## src/rtl/econet_tx_scheduler.sv

```systemverilog
// Two-requester scheduler for the buffered Econet transmitter: writes frame_start then buffer_end, and tracks tx_busy until the frame completes.
// Optional watchdog on the busy phases is enabled with `define ECONET_TXSCHED_TIMEOUT_EN.
module econet_tx_scheduler #(
   parameter int ECO_CNTWIDTH = 9,
   parameter int TMO_WIDTH    = 20,
   parameter int BUSY_TIMEOUT = 4096,
   parameter int DONE_TIMEOUT = 1000000
) (
   input  logic                    sys_clk,
   input  logic                    reset_n,
   input  logic [1:0]              req_valid,
   input  logic [ECO_CNTWIDTH-1:0] req_start0,
   input  logic [ECO_CNTWIDTH-1:0] req_start1,
   input  logic [ECO_CNTWIDTH-1:0] req_end0,
   input  logic [ECO_CNTWIDTH-1:0] req_end1,
   output logic [1:0]              req_ready,
   output logic [1:0]              done,
   output logic [1:0]              error,
   input  logic                    tx_busy,
   output logic [3:0]              tx_we,
   output logic [31:0]             tx_data,
   output logic                    tx_select_frame_start,
   output logic                    tx_select_buffer_end,
   output logic                    sched_busy,
   output logic                    owner,
   output logic [2:0]              fsm_state
);

   typedef enum logic [2:0] {
      S_IDLE, S_CHECK, S_WR_START, S_WR_END, S_WAIT_BUSY, S_WAIT_DONE, S_COMPLETE
   } state_t;

   state_t                  state, state_nx;
   logic [ECO_CNTWIDTH-1:0] start_q, end_q;
   logic                    last_owner;
   logic                    busy_m, busy_s;
   logic                    grant_vld, grant_idx;
   logic                    fail, finish;
   logic                    tmo_hit;

   // Handshake: a requester holds req_valid and its descriptor steady; the
   // descriptor is taken on the edge closing the cycle where req_ready pulses.
   always_comb begin
      grant_vld = 1'b0;
      grant_idx = 1'b0;
      if (reset_n && state == S_IDLE) begin
         case (req_valid)
            2'b01: begin grant_vld = 1'b1; grant_idx = 1'b0;        end
            2'b10: begin grant_vld = 1'b1; grant_idx = 1'b1;        end
            2'b11: begin grant_vld = 1'b1; grant_idx = ~last_owner; end
            default: ;
         endcase
      end
   end

   assign req_ready  = grant_vld ? (2'b01 << grant_idx) : 2'b00;
   assign sched_busy = (state != S_IDLE);
   assign fsm_state  = state;

   always_comb begin
      state_nx = state;
      fail     = 1'b0;
      finish   = 1'b0;
      case (state)
         S_IDLE:      if (grant_vld) state_nx = S_CHECK;
         S_CHECK:
            if (end_q < start_q) begin
               fail     = 1'b1;
               state_nx = S_IDLE;
            end else begin
               state_nx = S_WR_START;
            end
         S_WR_START:  state_nx = S_WR_END;
         S_WR_END:    state_nx = S_WAIT_BUSY;
         // A watchdog expiry wins over a simultaneous busy_s edge.
         S_WAIT_BUSY:
            if (tmo_hit) begin
               fail     = 1'b1;
               state_nx = S_IDLE;
            end else if (busy_s) begin
               state_nx = S_WAIT_DONE;
            end
         S_WAIT_DONE:
            if (tmo_hit) begin
               fail     = 1'b1;
               state_nx = S_IDLE;
            end else if (!busy_s) begin
               state_nx = S_COMPLETE;
            end
         S_COMPLETE: begin
            finish   = 1'b1;
            state_nx = S_IDLE;
         end
         default:     state_nx = S_IDLE;
      endcase
   end

   always_comb begin
      tx_we                 = 4'h0;
      tx_data               = 32'h0;
      tx_select_frame_start = 1'b0;
      tx_select_buffer_end  = 1'b0;
      case (state)
         S_WR_START: begin
            tx_select_frame_start = 1'b1;
            tx_we                 = 4'hF;
            tx_data               = 32'(start_q);
         end
         S_WR_END: begin
            tx_select_buffer_end = 1'b1;
            tx_we                = 4'hF;
            tx_data              = 32'(end_q);
         end
         default: ;
      endcase
   end

   // done/error are registered: they appear the cycle after the deciding state.
   always_ff @(posedge sys_clk or negedge reset_n) begin
      if (!reset_n) begin
         state      <= S_IDLE;
         start_q    <= '0;
         end_q      <= '0;
         owner      <= 1'b0;
         last_owner <= 1'b1;
         busy_m     <= 1'b0;
         busy_s     <= 1'b0;
         done       <= 2'b00;
         error      <= 2'b00;
      end else begin
         state  <= state_nx;
         busy_m <= tx_busy;
         busy_s <= busy_m;
         done   <= 2'b00;
         error  <= 2'b00;
         if (grant_vld) begin
            owner   <= grant_idx;
            start_q <= grant_idx ? req_start1 : req_start0;
            end_q   <= grant_idx ? req_end1 : req_end0;
         end
         if (finish) begin
            done       <= 2'b01 << owner;
            last_owner <= owner;
         end
         if (fail) begin
            error      <= 2'b01 << owner;
            last_owner <= owner;
         end
      end
   end

`ifdef ECONET_TXSCHED_TIMEOUT_EN
   logic [TMO_WIDTH-1:0] wdt;

   always_ff @(posedge sys_clk or negedge reset_n) begin
      if (!reset_n)
         wdt <= '0;
      else if (state_nx != state)
         wdt <= '0;
      else if (state == S_WAIT_BUSY || state == S_WAIT_DONE)
         wdt <= wdt + TMO_WIDTH'(1);
   end

   assign tmo_hit = (state == S_WAIT_BUSY && wdt == TMO_WIDTH'(BUSY_TIMEOUT - 1)) ||
                    (state == S_WAIT_DONE && wdt == TMO_WIDTH'(DONE_TIMEOUT - 1));
`else
   logic unused_tmo_cfg;

   assign unused_tmo_cfg = ^{TMO_WIDTH[0], BUSY_TIMEOUT[0], DONE_TIMEOUT[0]};
   assign tmo_hit        = 1'b0;
`endif

endmodule

```

## config.mk

```make
export PLATFORM = sky130hd
export DESIGN_NAME = econet_tx_scheduler
export DESIGN_NICKNAME = d
export VERILOG_FILES = /design/src/rtl/econet_tx_scheduler.sv
export SDC_FILE = /design/constraint.sdc
export NUM_CORES = 1
export LEC_CHECK = 0
export CAP_MARGIN = 25
export CORE_ASPECT_RATIO = 0.5
export CORE_MARGIN = 3
export CORE_UTILIZATION = 36
export CTS_CLUSTER_DIAMETER = 40
export CTS_CLUSTER_SIZE = 30
export DETAILED_ROUTE_END_ITERATION = 6
export HOLD_SLACK_MARGIN = 0.03
export PLACE_DENSITY = 0.83
export SETUP_SLACK_MARGIN = 0.05
export SLEW_MARGIN = 20
export SYNTH_ARGS = -nofsm -noshare
export SYNTH_HDL_FRONTEND = slang
export SYNTH_SLANG_ARGS = --single-unit
```

## constraint.sdc

```tcl
create_clock -name sys_clk -period 2.45 [get_ports sys_clk]
set_clock_uncertainty 0.2 [all_clocks]
set_input_delay 0.49 -clock sys_clk [delete_from_list [all_inputs] [get_ports sys_clk]]
set_output_delay 0.49 -clock sys_clk [all_outputs]
set_load 0.01 [all_outputs]
```

==> summary.txt <==
Largest cells by area after synthesis - dfrtp_1 38%, buf_4 11%, a22o_1 8.5%, a21o_1 7.7%, ha_1 5.4%
Die width - 107 um
Worst vdd ir - 0.000337 V
Setup slack after layout - 88.3 ps
PD cells - 1120 nW/um^2
CTS Buf Count - 5
Worst setup path startpoint - fsm_state[0]
CTS clk-pin slew, worst paths - 60 ps
Slew Viols, Final - 0
Ports - 90
Initial antenna violation count - 0
Nets - 305
Share of the synthesized area in the top cell type - 37.9%
Commonest cells in the synthesized netlist - 28 x buf_4, 28 x dfrtp_1, 19 x a21o_1
Clock Tree Buf Depth - 2
Setup slack, reg-to-reg - 440 ps
FF-to-FF path depth - 6
Max Freq - 0.423 GHz
Post-Syn Area - 1850 sq um
Post-synth top flop - dfrtp_1
Synth warn - 0
IO Port Bufs - 66
Sequential-to-total area share from yosys stat - 39.4%
Critical R2R Launch - start_q[8]
Worst slew margin - 63.5%
Multi-input gate area - 901 sq um
Period utilisation layout - 96.4%
Routed Antenna Nets - 0
Leakage - 1.41 nW
Worst-skew pair later-pin latency - 270 ps
Final setup vio count - 0
Async set-reset flop share out of synthesis - 100%
Layout cells sized above 1 - 11.7%
Status - completed
Max Cap Violations - 0
Post-synth EDFFs - 0
Post-Route WL - 4960 um
Startpoint Class - flip-flop
Crit path max fanout - 18
Initial Util - 39.6%
1st-iter DRT viols - 103
Fin Hold WS - 164 ps
R2R Path End - last_owner
Core ar. - 4660 sq um
Via Count - 1566
Clock sink total - 29
Register area - 729 sq um
RSZ-0062 raised after global routing - no
First-pass GRT wire length - 7960 um
Flops & latches, synth - 29
Die Ht - 56.6 um
Required time of the worst setup path - 1760 ps
Place WS - -316 ps
Total congestion overflow - 0
Min Tclk post-route - 2360 ps
DRC - 0
CTS tree - yes
GPL Wtd Cong - 0.773
Die ar. - 6080 sq um
Antenna Cells - 0
Root Driver - clkbuf_8
CP Class - reg -> out
Placed wire-length estimate - 3710 um
CTS H-tree depth - 2
Largest net degree at the start of global routing - 30
Total GRT Usage - 16.7%
Mapped Cells - 184
Type of destination of the critical path - output pin
Vias in the first global route - 1601
Leading area contributor after synthesis - dfrtp_1
Worst EP arrival - 1670 ps
Final hold violations - 0
Pre-antenna DRT Iters - 4
Yosys cell types - 35
Layout fillers - 379
Worst Tran Pin Value - 542 ps
Post-CTS Hold Buffers - 0
Vias per cell - 4.85
Synthesized area per cell - 10.0 sq um
DR WL/cell - 15.4 um
Cell Rows - 17
Worst Setup EP - tx_data[8]
Worst hold path class - reg -> reg
Area growth from synthesis to layout - 43.1%
==> metal layers <==
layer	vias up	GRT usage [%]	share of wire, %
li1	739	-	-
met1	763	20.7	43
met2	60	29.4	51
met3	4	3.67	4.9
met4	0	4.55	0.85
met5	-	0	0
==> kinds of logic after synthesis <==
kind of cell             count (synthesis)  share of synthesized area (%)
AO/OA/AOI/OAI                           51                           21.3
adder cells (fa/ha/maj)                  8                           5.42
buffers and inverters                   48                           16.9
flip-flops                              29                           39.4
multiplexers                             9                           4.88
other                                    1                          0.203
AND/OR/NAND/NOR                         38                           11.9
==> critical path, cell delays in order, from the launching register on <==
cell             delay, ps
dfrtp_2                450
buf_12                 180
mux2i_1                120
nor2_1                  90
clkdlybuf4s50_1        560
==> metrics by stage <==
step / util [%] / total power [W] / instance area, sq um / setup TNS, ps / instances
floorplan: - / 0.00193 / 1930 / 0 / 206
global placement: 53.5 / 0.00243 / 2490 / -603 / 312
detailed placement: 53.5 / 0.00250 / 2490 / -607 / 312
CTS: 56.4 / 0.00296 / 2630 / 0 / 323
global route: 56.7 / 0.00317 / 2640 / 0 / 323
finish: 56.7 / 0.00296 / 2640 / 0 / 323
==> worst min path at each step <==
stage	from	endpoint	slack, ps	depth (start not counted)
detailed placement	busy_m	busy_s	160	0
global route	busy_m	busy_s	180	0
finish	busy_m	busy_s	160	0
floorplan	reset_n	busy_m	-6	0
global placement	busy_m	busy_s	150	0
CTS	busy_m	busy_s	170	0
==> area by class of cell <==
type,count,share of cell area (%)
multi-input combinational,129,34.1
inverter,12,1.70
clock inverter,1,0.189
tap,66,3.13
sequential,29,27.6
clock buffer,7,3.65
timing repair buffer,79,29.6
==> where the power goes <==
group,switching (W),internal (W)
logic,0.000782,0.000864
clock network,0.000173,0.000253
registers,0.000196,0.000690
==> state kept, by name, indices dropped and copies added, names as in the netlist <==
| signal | flops |
|---|---|
| busy_m | 1 |
| busy_s | 1 |
| done | 2 |
| end_q | 9 |
| error | 2 |
| fsm_state | 3 |
| last_owner | 1 |
| owner | 1 |
| start_q | 9 |
==> timing repair <==
action,CTS,global route
pin swaps,1,0
setup endpoints to repair,18,8
gates resized for setup,13,6
cloned,0,0
setup buffers,3,0
==> cell usage in the layout, fill, tap and decap left out, drive strengths merged, types with 3 or more instances in the layout <==
| cell type | Yosys | routed |
|---|---|---|
| mux2i | 9 | 9 |
| dlymetal6s2s | 0 | 6 |
| dfrtp | 28 | 28 |
| clkbuf | 1 | 7 |
| nor2 | 13 | 13 |
| clkdlybuf4s50 | 0 | 55 |
| o21ai | 4 | 4 |
| buf | 35 | 13 |
| nand2 | 5 | 5 |
| nand2b | 4 | 4 |
| a22o | 18 | 18 |
| inv | 12 | 12 |
| and3 | 3 | 3 |
| conb | 1 | 23 |
| and2 | 3 | 3 |
| ha | 8 | 8 |
| a21oi | 3 | 3 |
| a21o | 19 | 19 |
| dlygate4sd2 | 0 | 3 |
No activity file was read; power rests on OpenSTA's default activity.
